==> config.mk <==
export PLATFORM = sky130hd
export DESIGN_NAME = rect_hit_scan_flat
export DESIGN_NICKNAME = d
export VERILOG_FILES = /design/src/rtl/hit_pkg.sv /design/src/rtl/rect_hit_scan_if.sv /design/src/rtl/rect_contains.sv /design/src/rtl/rect_hit_scan.sv /design/src/flat_wrapper.sv
export SDC_FILE = /design/constraint.sdc
export NUM_CORES = 1
export LEC_CHECK = 0
export ABC_AREA = 1
export BUFFER_PORTS_ARGS = -buffer_cell sky130_fd_sc_hd__buf_2
export CAP_MARGIN = 10
export CORE_MARGIN = 8
export CORE_UTILIZATION = 30
export DETAILED_ROUTE_END_ITERATION = 12
export SYNTH_ARGS = -nofsm -noshare
export SYNTH_HDL_FRONTEND = slang
export SYNTH_SLANG_ARGS = --single-unit
==> constraint.sdc <==
create_clock -name clock -period 5.12 [get_ports clock]
set_input_delay 1.024 -clock clock [delete_from_list [all_inputs] [get_ports clock]]
set_output_delay 1.024 -clock clock [all_outputs]
set_load 0.01 [all_outputs]
==> src/rtl/hit_pkg.sv <==
// rtl/hit_pkg.sv - shared descriptor layout, unpack helper and scan FSM encoding
package hit_pkg;

   localparam int MAX_COORD_W = 32;
   localparam int NUM_FIELDS = 4;
   localparam int DESC_MAXW = NUM_FIELDS * MAX_COORD_W;

   // Field positions in units of COORD_W, counted from the LSB of a descriptor word.
   localparam int FLD_BLX = 3;
   localparam int FLD_BLY = 2;
   localparam int FLD_WIDTH = 1;
   localparam int FLD_HEIGHT = 0;

   localparam int DEFAULT_SCREEN_H = 480;

   typedef enum logic [1:0] {
      IDLE  = 2'd0,
      SCAN  = 2'd1,
      DRAIN = 2'd2,
      DONE  = 2'd3
   } scanStateT;

   typedef struct packed {
      logic [MAX_COORD_W-1:0] blX;
      logic [MAX_COORD_W-1:0] blY;
      logic [MAX_COORD_W-1:0] width;
      logic [MAX_COORD_W-1:0] height;
   } rectT;

   function automatic logic [MAX_COORD_W-1:0] descField(input logic [DESC_MAXW-1:0] desc,
                                                         input int field, input int coordW);
      logic [MAX_COORD_W-1:0] fieldMask;
      fieldMask = (MAX_COORD_W'(1) << coordW) - MAX_COORD_W'(1);
      return MAX_COORD_W'(desc >> (field * coordW)) & fieldMask;
   endfunction

   function automatic rectT rectUnpack(input logic [DESC_MAXW-1:0] desc, input int coordW);
      rectT r;
      r.blX = descField(desc, FLD_BLX, coordW);
      r.blY = descField(desc, FLD_BLY, coordW);
      r.width = descField(desc, FLD_WIDTH, coordW);
      r.height = descField(desc, FLD_HEIGHT, coordW);
      return r;
   endfunction

endpackage

==> src/rtl/rect_hit_scan_if.sv <==
// rtl/rect_hit_scan_if.sv - query, descriptor read port and result channel of rect_hit_scan
interface rect_hit_scan_if #(
   parameter int COORD_W = 16,
   parameter int NUM_RECTS = 8
);
   localparam int IDX_W = (NUM_RECTS > 1) ? $clog2(NUM_RECTS) : 1;

   logic                   query_valid;
   logic                   query_ready;
   logic [COORD_W-1:0]     query_x;
   logic [COORD_W-1:0]     query_y;
   logic                   rect_rd_en;
   logic [IDX_W-1:0]       rect_addr;
   logic [4*COORD_W-1:0]   rect_data;
   logic                   result_valid;
   logic                   result_ready;
   logic                   result_hit;
   logic [IDX_W-1:0]       result_idx;
   logic [NUM_RECTS-1:0]   result_mask;

   modport slave (
      input  query_valid, query_x, query_y, rect_data, result_ready,
      output query_ready, rect_rd_en, rect_addr, result_valid, result_hit, result_idx, result_mask
   );

   modport master (
      output query_valid, query_x, query_y, rect_data, result_ready,
      input  query_ready, rect_rd_en, rect_addr, result_valid, result_hit, result_idx, result_mask
   );
endinterface

==> src/rtl/rect_contains.sv <==
// rtl/rect_contains.sv - combinational point-in-rectangle test against one unpacked descriptor
module rect_contains
   import hit_pkg::*;
#(
   parameter int COORD_W = 16,
   parameter bit INCLUSIVE = 1'b0
) (
   input  logic [COORD_W-1:0] pointX,
   input  logic [COORD_W-1:0] pointY,
   input  rectT               rect,
   output logic               contained
);
   logic [COORD_W:0] px, py, left, bottom, right, top;

   // One extra bit keeps bl + size from wrapping near the top of the coordinate range.
   assign px = {1'b0, pointX};
   assign py = {1'b0, pointY};
   assign left = {1'b0, rect.blX[COORD_W-1:0]};
   assign bottom = {1'b0, rect.blY[COORD_W-1:0]};
   assign right = left + {1'b0, rect.width[COORD_W-1:0]};
   assign top = bottom + {1'b0, rect.height[COORD_W-1:0]};

   if (INCLUSIVE) begin : gInclusive
      assign contained = (px >= left) && (px <= right) && (py >= bottom) && (py <= top);
   end else begin : gStrict
      assign contained = (px > left) && (px < right) && (py > bottom) && (py < top);
   end

   if (COORD_W < MAX_COORD_W) begin : gHighBits
      logic unusedHighBits;
      assign unusedHighBits = ^{rect.blX[MAX_COORD_W-1:COORD_W], rect.blY[MAX_COORD_W-1:COORD_W],
                                rect.width[MAX_COORD_W-1:COORD_W], rect.height[MAX_COORD_W-1:COORD_W]};
   end
endmodule

==> src/rtl/rect_hit_scan.sv <==
// rtl/rect_hit_scan.sv - sequential scan of a rectangle table for one query point per handshake
module rect_hit_scan
   import hit_pkg::*;
#(
   parameter int COORD_W = 16,
   parameter int NUM_RECTS = 8,
   parameter int SCREEN_H = DEFAULT_SCREEN_H,
   parameter bit FLIP_Y = 1'b1,
   parameter bit INCLUSIVE = 1'b0
) (
   input logic clock,
   input logic resetn,
   rect_hit_scan_if.slave bus
);
   localparam int IDX_W = (NUM_RECTS > 1) ? $clog2(NUM_RECTS) : 1;
   localparam logic [IDX_W-1:0] LAST_ADDR = IDX_W'(NUM_RECTS - 1);
   localparam logic [COORD_W-1:0] SCREEN_H_C = COORD_W'(SCREEN_H);

   scanStateT state, stateNext;
   logic [COORD_W-1:0] pointX, pointY;
   logic offScreen;
   logic rdEn;
   logic [IDX_W-1:0] rdAddr;
   logic pendValid;
   logic [IDX_W-1:0] pendIdx;
   logic [NUM_RECTS-1:0] maskAcc, hitVec, maskFinal, resMask;
   logic [IDX_W-1:0] firstHit, resIdx;
   logic resHit;
   rectT rect;
   logic contained;

   assign rect = rectUnpack(DESC_MAXW'(bus.rect_data), COORD_W);

   rect_contains #(.COORD_W(COORD_W), .INCLUSIVE(INCLUSIVE)) uContains (
      .pointX(pointX),
      .pointY(pointY),
      .rect(rect),
      .contained(contained)
   );

   // pendValid/pendIdx track the read issued last cycle, whose data is on rect_data now.
   always_comb begin
      hitVec = '0;
      if (pendValid && contained && !offScreen) hitVec[pendIdx] = 1'b1;
   end

   assign maskFinal = maskAcc | hitVec;

   always_comb begin
      firstHit = '0;
      for (int i = NUM_RECTS - 1; i >= 0; i--) begin
         if (maskFinal[i]) firstHit = IDX_W'(i);
      end
   end

   always_comb begin
      stateNext = state;
      case (state)
         IDLE:    if (bus.query_valid) stateNext = SCAN;
         SCAN:    if (rdAddr == LAST_ADDR) stateNext = DRAIN;
         DRAIN:   stateNext = DONE;
         DONE:    if (bus.result_ready) stateNext = IDLE;
         default: stateNext = IDLE;
      endcase
   end

   always_ff @(posedge clock or negedge resetn) begin
      if (!resetn) begin
         state <= IDLE;
         pointX <= '0;
         pointY <= '0;
         offScreen <= 1'b0;
         rdEn <= 1'b0;
         rdAddr <= '0;
         pendValid <= 1'b0;
         pendIdx <= '0;
         maskAcc <= '0;
         resMask <= '0;
         resHit <= 1'b0;
         resIdx <= '0;
      end else begin
         state <= stateNext;
         pendValid <= rdEn;
         pendIdx <= rdAddr;
         case (state)
            IDLE: begin
               if (bus.query_valid) begin
                  pointX <= bus.query_x;
                  if (FLIP_Y) begin
                     offScreen <= bus.query_y > SCREEN_H_C;
                     pointY <= SCREEN_H_C - bus.query_y;
                  end else begin
                     offScreen <= 1'b0;
                     pointY <= bus.query_y;
                  end
                  maskAcc <= '0;
                  rdEn <= 1'b1;
                  rdAddr <= '0;
               end
            end
            SCAN: begin
               maskAcc <= maskFinal;
               if (rdAddr == LAST_ADDR) rdEn <= 1'b0;
               else rdAddr <= rdAddr + IDX_W'(1);
            end
            DRAIN: begin
               resMask <= maskFinal;
               resHit <= |maskFinal;
               resIdx <= firstHit;
            end
            default: ;
         endcase
      end
   end

   assign bus.query_ready = (state == IDLE);
   assign bus.result_valid = (state == DONE);
   assign bus.rect_rd_en = rdEn;
   assign bus.rect_addr = rdAddr;
   assign bus.result_mask = resMask;
   assign bus.result_hit = resHit;
   assign bus.result_idx = resIdx;
endmodule

==> src/flat_wrapper.sv <==
// flat-port wrapper written by rule: the top's interface ports become plain ports
module rect_hit_scan_flat import hit_pkg::*;
#(
   parameter int COORD_W = 16,
   parameter int NUM_RECTS = 8,
   parameter int SCREEN_H = DEFAULT_SCREEN_H,
   parameter bit FLIP_Y = 1'b1,
   parameter bit INCLUSIVE = 1'b0
)
  (clock, resetn, bus_query_valid, bus_query_x, bus_query_y, bus_rect_data, bus_result_ready, bus_query_ready, bus_rect_rd_en, bus_rect_addr, bus_result_valid, bus_result_hit, bus_result_idx, bus_result_mask);
  rect_hit_scan_if #(.COORD_W(COORD_W), .NUM_RECTS(NUM_RECTS)) bus_i ();
  input logic clock;
  input logic resetn;
  input wire logic [$bits(bus_i.query_valid)-1:0] bus_query_valid;
  input wire logic [$bits(bus_i.query_x)-1:0] bus_query_x;
  input wire logic [$bits(bus_i.query_y)-1:0] bus_query_y;
  input wire logic [$bits(bus_i.rect_data)-1:0] bus_rect_data;
  input wire logic [$bits(bus_i.result_ready)-1:0] bus_result_ready;
  output wire logic [$bits(bus_i.query_ready)-1:0] bus_query_ready;
  output wire logic [$bits(bus_i.rect_rd_en)-1:0] bus_rect_rd_en;
  output wire logic [$bits(bus_i.rect_addr)-1:0] bus_rect_addr;
  output wire logic [$bits(bus_i.result_valid)-1:0] bus_result_valid;
  output wire logic [$bits(bus_i.result_hit)-1:0] bus_result_hit;
  output wire logic [$bits(bus_i.result_idx)-1:0] bus_result_idx;
  output wire logic [$bits(bus_i.result_mask)-1:0] bus_result_mask;
  assign bus_i.query_valid = bus_query_valid;
  assign bus_i.query_x = bus_query_x;
  assign bus_i.query_y = bus_query_y;
  assign bus_i.rect_data = bus_rect_data;
  assign bus_i.result_ready = bus_result_ready;
  assign bus_query_ready = bus_i.query_ready;
  assign bus_rect_rd_en = bus_i.rect_rd_en;
  assign bus_rect_addr = bus_i.rect_addr;
  assign bus_result_valid = bus_i.result_valid;
  assign bus_result_hit = bus_i.result_hit;
  assign bus_result_idx = bus_i.result_idx;
  assign bus_result_mask = bus_i.result_mask;
  rect_hit_scan #(.COORD_W(COORD_W), .NUM_RECTS(NUM_RECTS), .SCREEN_H(SCREEN_H), .FLIP_Y(FLIP_Y), .INCLUSIVE(INCLUSIVE)) u_core (.clock(clock), .resetn(resetn), .bus(bus_i));
endmodule
==> summary.md, run 1 <==
| Metric | Value |
|---|---|
| Asr flop ratio synth | 100% |
| DR iter-0 viols | 145 |
| Die Width | 155 um |
| Core Util, Final | 37.0% |
| Mapped Area | 5780 um2 |
| Lkg Pwr | 0.00384 uW |
| Worst-Skew Late Latency | 0.33 ns |
| Worst Hold Depth | 0 |
| First-pass GRT wire length | 25100 um |
| Hold Crit Class | reg -> reg |
| CTS hold repair buffers | 0 |
| Initial antenna violation count | 0 |
| Clock tree from TritonCTS | yes |
| Pin count of the biggest net entering global routing | 64 |
| Die ar. | 24000 um2 |
| Number of buffers added on ports | 117 |
| Worst EP arrival | 4.54 ns |
| Critical path type | in -> reg |
| Antenna cells | 0 |
| Fin worst setup slack | 0.775 ns |
| Remaining antenna violation count | 0 |
| Final net count | 1111 |
| Setup Skew | 0.00625 ns |
| Hold endpoint | u_core.pendValid |
| Fraction of layout cells with a size suffix above 1 | 18.4% |
| Area of the multi-input gates | 3740 um2 |
| Worst slew margin | 43.0% |
| Worst-Margin Slew | 0.855 ns |
| EDFF count, synth | 0 |
| Setup Viol. Count Final | 0 |
| CP peak stage delay | 0.34 ns |
| Cell Rows | 50 |
| Critical R2R Launch | u_core.pointY[15] |
| Wirelength per Cell | 12.6 um |
| H-tree levels | 3 |
| Clock root buffer master | clkbuf_16 |
| Post-CTS repair timing setup buffer count | 0 |
| Avg Vias per Cell | 4.45 |
| Most used DFF post-synth | dfrtp_1 |
| GPL Wtd Cong | 0.806 |
| Sequential share of the synthesized area | 27.3% |
| CP max FO | 4 |
| Setup crit end kind | flop |
| Status | complete, no violations |
| Clock Path Buffers | 2 |
| Synth Warn # | 0 |
| PwrDens | 377 nW/um2 |
| Initial Util | 30.7% |
| First drt pass iteration count | 4 |
| Syn_area_per_cell | 7.36 um2 |
| Cells after synthesis | 785 |
| Crit path max-delay family | simple AND/OR/NAND/NOR gates |
| Gr ovfl total | 0 |
| Setup slack, reg-to-reg | 2.65 ns |
| Max-cap viol count | 0 |
| Storage element area | 1580 um2 |
| Core area | 18800 um2 |
| IO Pins | 118 |
| Library cells used by synthesis | 42 |
| DP Worst Slack | 0.428 ns |
| Chip height | 155 um |
| Max Freq | 0.230 GHz |
| DR vias | 5219 |
| Data required time of the worst path | 5.32 ns |
| # resized after CTS | 0 |
| Vias in the first global route | 5379 |
| Worst vdd ir | 0.000160 V |
| Final min period | 4.35 ns |
| Endpoints failing hold | 0 |
| Clock slew at reported path FFs | 0.06 ns |
| Layout fillers | 2020 |
| RSZ-0062 raised after global routing | no |
| Tot Pwr | 2620 uW |
| Routed WL | 14800 um |
| Slowest-stage cell, CP | ha_1 |
| Syn nets | 988 |
| Most used cell, CP | nand2_1 |
| CTS Sinks | 63 |
| Synth Register Bits | 63 |
| Critical R2R Capture | u_core.bus.result_idx[0] |
| DP Wirelength | 12400 um |
| Buf/Inv on CP | 3 |
| CP startpoint kind | primary input |
| Hold_sp | u_core.bus.rect_rd_en |
| Max Slew Vio Count | 0 |
| Area growth syn-to-layout | 20.4% |
| TNS Setup | 0 ns |
| Fraction of the cycle the final worst path needs | 84.9% |
| CTS Buf Count | 9 |
| All-Layer GR Usage | 12.7% |
| Reg2reg path depth | 20 |
| # DRC | 0 |
layer usage:
metal	track usage, %	vias up	wire length (um)
li1	-	2809	-
met2	23.3	80	7370
met4	3.50	0	175
met1	14.9	2319	6690
met3	2.20	11	531
met5	0	-	0
through the flow:
stage | std cells | hold slack, ns | area [um2]
after global placement | 1157 | 0.411 | 6680
after CTS | 1173 | 0.420 | 6960
after floorplan | 785 | 0.429 | 5780
after detailed placement | 1157 | 0.402 | 6680
after global routing | 1173 | 0.437 | 6960
final | 1173 | 0.422 | 6960
worst reg2reg max path, delay by kind of cell (launching register included):
kind | cells | cell delay (ns)
and+or+nand+nor | 17 | 1.49
DFF | 1 | 0.41
adders and majority gates | 1 | 0.31
buffers and inverters | 2 | 0.16
report_power, final:
| group | switching (uW) | internal [uW] | total, uW |
|---|---|---|---|
| logic | 744 | 497 | 1240 |
| registers | 144 | 658 | 802 |
| clock network | 237 | 342 | 580 |
| total | 1130 | 1500 | 2620 |
final cells by class:
class / instances / share of cell area, %
flip-flops and latches: 63 / 22.7
well taps: 260 / 4.67
inverters: 116 / 6.26
multi-input cells: 599 / 53.7
clock inverters: 6 / 0.611
clock buffers: 10 / 3.43
repair buffers: 119 / 8.63
placed cells by master, fill, tap and decap left out, types with 3 or more instances in the layout:
cell type  instances
nand2_1          218
buf_2            117
inv_1            109
ha_1             101
a21oi_1           63
dfrtp_1           63
nor2_1            46
o21ai_0           31
nand3_1           21
xor2_1            21
nor3_1            16
xnor2_1           13
nand2_2           10
clkbuf_16          9
nand4_1            7
a31oi_1            6
inv_2              6
nor2_2             5
o21bai_1           5
o21ai_1            4
a21o_1             3
synth_stat cells, types with 2 or more instances:
cell      count  area, um2
a211oi_1      2       15.0
a21o_1        3       22.5
a21oi_1      63        315
a22oi_1       2       15.0
a31oi_1       6       37.5
clkbuf_1      6       22.5
dfrtp_1      63       1580
fa_1          2       40.0
ha_1        101       1260
inv_1       109        409
inv_2         6       22.5
nand2_1     218        818
nand2_2      10       62.6
nand3_1      21        105
nand3b_1      2       15.0
nand4_1       7       43.8
nand4_2       2       25.0
nor2_1       46        173
nor2_2        5       31.3
nor3_1       16       80.1
o211ai_1      2       15.0
o21ai_0      31        155
o21ai_1       4       20.0
o21ai_2       2       17.5
o21bai_1      5       37.5
o31ai_1       2       15.0
or2_2         2       12.5
xnor2_1      13        114
xor2_1       21        184
cells by family (layout without fill, tap and decap cells):
logic type / Yosys count / in the layout / synth area share [%]
flops: 63 / 63 / 27.3
buf+inv: 123 / 251 / 7.99
xor+xnor: 34 / 34 / 5.15
fa+ha+maj: 103 / 103 / 22.6
compound gates: 128 / 128 / 12.6
simple gates: 334 / 334 / 24.4
state kept, by name, indices dropped and copies added, names as in the netlist:
signal	cells
u_core.maskAcc	8
u_core.bus.result_mask	8
u_core.state	2
u_core.bus.rect_rd_en	1
u_core.offScreen	1
u_core.bus.result_hit	1
u_core.pointY	16
u_core.pointX	16
u_core.bus.result_idx	3
u_core.pendIdx	3
u_core.bus.rect_addr	3
u_core.pendValid	1
worst max-delay path by stage:
stage / end / from / cells past startpoint / slack (ns)
CTS: u_core.bus.result_hit / bus_rect_data[2] / 29 / 0.79
finish: u_core.bus.result_hit / bus_rect_data[2] / 29 / 0.77
global placement: u_core.bus.result_hit / bus_rect_data[34] / 29 / 0.47
detailed placement: u_core.bus.result_hit / bus_rect_data[2] / 29 / 0.43
global route: u_core.bus.result_hit / bus_rect_data[2] / 29 / 0.38
floorplan: u_core.bus.result_hit / bus_rect_data[2] / 28 / 1.06
Note: power is estimated with default switching activity, not from simulation.
==> run 2: changes to the inputs <==
Clock period 5.12 ns to 4.35 ns, I/O delays scaled along.
==> summary.md, run 2 (same netlist as run 1, synthesis figures left out) <==
| Metric | Value |
|---|---|
| Wirelength per Cell | 12.8 um (+1.6%) |
| Initial antenna violation count | 0 (unchanged) |
| GPL Wtd Cong | 0.784 (-2.8%) |
| Buf/Inv on CP | 4 (+1) |
| Avg Vias per Cell | 4.48 (+0.65%) |
| Most frequent cells in the layout | nand2_1 (217), buf_2 (117), inv_1 (109) |
| Area growth syn-to-layout | 23.5% |
| CP peak stage delay | 0.33 ns (about the same) |
| RSZ-0062 raised after global routing | no |
| Pin count of the biggest net entering global routing | 42 (-34%) |
| Clock Path Buffers | 2 (unchanged) |
| H-tree levels | 3 (unchanged) |
| Die ar. | 24000 um2 (unchanged) |
| Worst-Skew Late Latency | 0.33 ns (about the same) |
| Final hold slack | 0.431 ns (+0.00903 ns) |
| Max Freq | 0.255 GHz |
| Gr ovfl total | 0 (unchanged) |
| Remaining antenna violation count | 0 (unchanged) |
| CTS hold repair buffers | 0 (unchanged) |
| Initial Util | 30.7% (unchanged) |
| Crit path max-delay family | simple AND/OR/NAND/NOR gates |
| # DRC | 0 (unchanged) |
| Data required time of the worst path | 4.57 ns (-0.75 ns) |
| Worst slew margin | 40.0% (-3.0 points) |
| Final net count | 1122 (+0.99%) |
| Number of buffers added on ports | 117 (unchanged) |
| DR vias | 5302 (+1.6%) |
| Most used cell, CP | nand2_1 |
| Routed WL | 15100 um (+2.5%) |
| Max-cap viol count | 0 (unchanged) |
| Worst-Margin Slew | 0.900 ns (+0.0456 ns) |
| CP startpoint kind | primary input |
| First-pass GRT wire length | 25400 um (+0.94%) |
| Max Slew Vio Count | 0 (unchanged) |
| Biggest regs | u_core.pointX x16, u_core.pointY x16 |
| CTS Buf Count | 9 (unchanged) |
| Die Width | 155 um (unchanged) |
| Layout fillers | 2044 (+1.2%) |
| IO Pins | 118 (unchanged) |
| Setup crit end kind | flop |
| Lkg Pwr | 0.00392 uW (+2.2%) |
| Hold Crit Class | reg -> reg |
| PwrDens | 452 nW/um2 (+20%) |
| Status | complete, no violations |
| Setup Skew | 0.0112 ns (+0.00491 ns) |
| First drt pass iteration count | 4 (unchanged) |
| Clock root buffer master | clkbuf_16 |
| Core Util, Final | 37.9% (+0.93 points) |
| Slowest-stage cell, CP | ha_1 |
| Clock tree from TritonCTS | yes |
| DR iter-0 viols | 218 (+50%) |
| Critical path type | in -> reg |
| CTS Sinks | 63 (unchanged) |
| Most common cell after layout, fill and taps aside | nand2_1 |
| Clock slew at reported path FFs | 0.06 ns (about the same) |
| Worst vdd ir | 0.000211 V (+32%) |
| Fraction of layout cells with a size suffix above 1 | 20.3% (+1.9 points) |
| Setup Viol. Count Final | 0 (unchanged) |
| Fraction of the cycle the final worst path needs | 90.0% |
| Setup slack, reg-to-reg | 1.91 ns (-0.74 ns) |
| Antenna cells | 0 (unchanged) |
| Cell Rows | 50 (unchanged) |
| Core area | 18800 um2 (unchanged) |
| Worst EP arrival | 4.14 ns (-0.40 ns) |
| Endpoints failing hold | 0 (unchanged) |
| Final min period | 3.92 ns |
| All-Layer GR Usage | 12.9% (+0.16 points) |
| DP Wirelength | 12600 um (+1.1%) |
| Chip height | 155 um (unchanged) |
| CP max FO | 5 (+1) |
| Vias in the first global route | 5308 (-1.3%) |
run 2: power breakdown:
group | leakage [uW] | switching, uW | internal (uW) | total [uW]
Clock | 0.000162 | 290 | 510 | 800
Sequential | 0.000807 | 173 | 774 | 948
Combinational | 0.00295 | 880 | 598 | 1480
run 2: layer usage:
layer / vias to the layer above / global-route usage, % / wire length [um]
met1: 2380 / 15.9 / 7070
met4: 0 / 2.94 / 118
met3: 8 / 2.59 / 584
met5: - / 0 / 0
met2: 81 / 22.6 / 7370
li1: 2833 / - / -
run 2: through the flow:
stage	power (uW)	TNS [ns]	worst slack [ns]	area (um2)	cells
final	3230	0	0.434	7130	1184
after global routing	3590	0	0.000115	7130	1184
after CTS	3270	0	0.307	7080	1183
after detailed placement	2440	-0.0506	-0.0295	6750	1167
after global placement	2410	0	0.0773	6750	1167
after floorplan	2000	0	0.446	5780	785
run 2: what timing repair did:
action / CTS / global route
gates resized for setup: 0 / 10
buffers inserted: 0 / 1
endpoints found under the setup margin: 0 / 7
run 2: final timing paths:
| check | endpoint | depth (start not counted) | from |
|---|---|---|---|
| max | u_core.bus.result_idx[0] | 30 | bus_rect_data[52] |
| min | u_core.pendIdx[2] | 0 | u_core.bus.rect_addr[2] |
| max reg2reg | u_core.bus.result_idx[0] | 20 | u_core.pointY[15] |
| min reg2reg | u_core.pendIdx[2] | 0 | u_core.bus.rect_addr[2] |
| max in group asynchronous | u_core.pointX[15] | 2 | resetn |
| min in group asynchronous | u_core.bus.result_mask[7] | 1 | resetn |
run 2: final cells by class:
type	count	area (um2)	area share, %
flip-flops and latches	63	1580	22.1
inverters	116	435	6.10
clock inverters	7	103	1.44
clock buffers	9	225	3.16
well taps	260	325	4.56
multi-input cells	599	3790	53.1
repair buffers	130	683	9.58
==> run 3: changes to the inputs <==
Settings changed: BUFFER_PORTS_ARGS -buffer_cell sky130_fd_sc_hd__buf_2 to -buffer_cell sky130_fd_sc_hd__buf_4, SLEW_MARGIN set to 40.
==> summary.md, run 3 (same netlist as run 1, synthesis figures left out) <==
| Metric | Value |
|---|---|
| Routed wl met2 | 7310 um (-0.88%) |
| Most common cell after layout, fill and taps aside | nand2_1 |
| GPL Wtd Cong | 0.836 (+6.7%) |
| Setup crit end kind | flop |
| Max Slew Vio Count | 0 (unchanged) |
| Slowest-stage cell, CP | ha_1 |
| Final min period | 3.95 ns (+0.0364 ns) |
| Pin count of the biggest net entering global routing | 64 (+52%) |
| Core Util, Final | 39.3% (+1.4 points) |
| Layout fillers | 2008 (-1.8%) |
| Worst vdd ir | 0.000180 V (-15%) |
| Max Freq | 0.253 GHz (-0.92%) |
| Vias in the first global route | 5363 (+1.0%) |
| Chip height | 155 um (unchanged) |
| Reg2reg path depth | 20 (unchanged) |
| Area post-placement | 7020 um2 (+3.9%) |
| Clock tree from TritonCTS | yes |
| Post-route cell area | 7400 um2 (+3.7%) |
| Max-cap viol count | 0 (unchanged) |
| Met3 wire length | 610 um (+4.5%) |
| Worst-Margin Slew | 0.592 ns (-0.308 ns) |
| CTS Sinks | 63 (unchanged) |
| CP peak stage delay | 0.33 ns (about the same) |
| Routed WL | 15000 um (-0.66%) |
| Worst EP arrival | 4.16 ns (+0.02 ns) |
| PwrDens | 449 nW/um2 (-0.66%) |
| Initial Util | 30.7% (unchanged) |
| All-Layer GR Usage | 12.9% (about the same) |
| Number of buffers added on ports | 117 (unchanged) |
| Placed insts | 1163 (-0.34%) |
| Die Width | 155 um (unchanged) |
| CTS Buf Count | 9 (unchanged) |
| Worst-Skew Late Latency | 0.33 ns (about the same) |
| Setup Viol. Count Final | 0 (unchanged) |
| Clock Path Buffers | 2 (unchanged) |
| Final hold slack | 0.401 ns (-0.0303 ns) |
| Fraction of the cycle the final worst path needs | 90.9% (+0.84 points) |
| Wirelength per Cell | 12.8 um (-0.24%) |
| Cell Rows | 50 (unchanged) |
| Endpoints failing hold | 0 (unchanged) |
| Max layer used | met4 |
| Most used cell, CP | nand2_1 |
| Fin worst setup slack | 0.398 ns (-0.0364 ns) |
| Gr ovfl total | 0 (unchanged) |
| CP startpoint kind | primary input |
| Core area | 18800 um2 (unchanged) |
| Initial antenna violation count | 0 (unchanged) |
| Remaining antenna violation count | 0 (unchanged) |
| Most frequent cells in the layout | nand2_1 (217), buf_4 (124), inv_1 (109) |
| DP Wirelength | 12500 um (-0.77%) |
| DR iter-0 viols | 171 (-22%) |
| Biggest regs | u_core.pointX x16, u_core.pointY x16 |
| Hold Crit Class | reg -> reg |
| Worst slew margin | 60.5% (+21 points) |
| Die ar. | 24000 um2 (unchanged) |
| Area growth syn-to-layout | 28.0% |
| Lkg Pwr | 0.00400 uW (+1.9%) |
| Post-CTS repair timing setup buffer count | 0 (unchanged) |
| Fraction of layout cells with a size suffix above 1 | 19.6% (-0.76 points) |
| Status | complete, no violations |
| # DRC | 0 (unchanged) |
| First-pass GRT wire length | 25200 um (-0.60%) |
| Avg Vias per Cell | 4.49 (+0.18%) |
| Layout Cells excl Fill | 1179 (-0.42%) |
| Data required time of the worst path | 4.56 ns (about the same) |
| Clock root buffer master | clkbuf_16 |
| H-tree levels | 3 (unchanged) |
| Setup Skew | 0.00803 ns (-0.00313 ns) |
| Antenna cells | 0 (unchanged) |
| Clock slew at reported path FFs | 0.06 ns (about the same) |
| Worst Hold Depth | 0 (unchanged) |
| First drt pass iteration count | 4 (unchanged) |
| Critical path type | in -> reg |
| Storage element area | 1580 um2 (unchanged) |
| WL met1 | 6880 um (-2.7%) |
| DR vias | 5289 (-0.25%) |
| Area of the multi-input gates | 3770 um2 (-0.46%) |
| CP max FO | 5 (unchanged) |
| IO Pins | 118 (unchanged) |
| DP Worst Slack | -0.0302 ns (-0.000641 ns) |
| Final net count | 1117 (-0.45%) |
## run 3: cell type report
| cell class | count | share of cell area (%) |
|---|---|---|
| Inverter | 116 | 5.89 |
| Multi-Input combinational cell | 599 | 50.9 |
| Sequential cell | 63 | 21.3 |
| Timing Repair Buffer | 125 | 12.7 |
| Tap cell | 260 | 4.40 |
| Clock buffer | 9 | 3.04 |
| Clock inverter | 7 | 1.69 |
## run 3: path summary, 6_finish.rpt
kind	startpoint	to	slack, ns
max	bus_rect_data[52]	u_core.bus.result_hit	0.40
min	u_core.bus.rect_rd_en	u_core.pendValid	0.40
max reg2reg	u_core.pointY[15]	u_core.bus.result_idx[0]	1.89
min reg2reg	u_core.bus.rect_rd_en	u_core.pendValid	0.40
max in group asynchronous	resetn	u_core.pendIdx[1]	3.41
min in group asynchronous	resetn	u_core.pointY[15]	0.53
## run 3: layer usage
| metal | GRT usage [%] | vias to the layer above |
|---|---|---|
| met5 | 0 | - |
| met4 | 3.55 | 0 |
| met3 | 2.90 | 16 |
| met2 | 22.5 | 83 |
| met1 | 15.6 | 2364 |
| li1 | - | 2826 |
## run 3: critical path: cells and delay by family
family	cells	cell delay [ns]
AND/OR/NAND/NOR	13	1.39
AO/OA/AOI/OAI	6	0.88
adder cells (fa/ha/maj)	2	0.61
buffers and inverters	3	0.27
XOR/XNOR	1	0.14
## run 3: power breakdown
group	total (uW)	switching, uW	internal, uW
Clock	859	291	568
Sequential	947	172	775
Combinational	1520	880	638
## run 3: through the flow
stage | power (uW) | TNS [ns]
global route | 3710 | -0.0100
detailed placement | 2490 | -0.0376
CTS | 3380 | 0
floorplan | 2000 | 0
finish | 3320 | 0
global placement | 2450 | 0
## run 3: what timing repair did
item | CTS | global route
endpoints found under the setup margin | 0 | 5
gates resized for setup | 0 | 6
hold buffers | 0 | 0
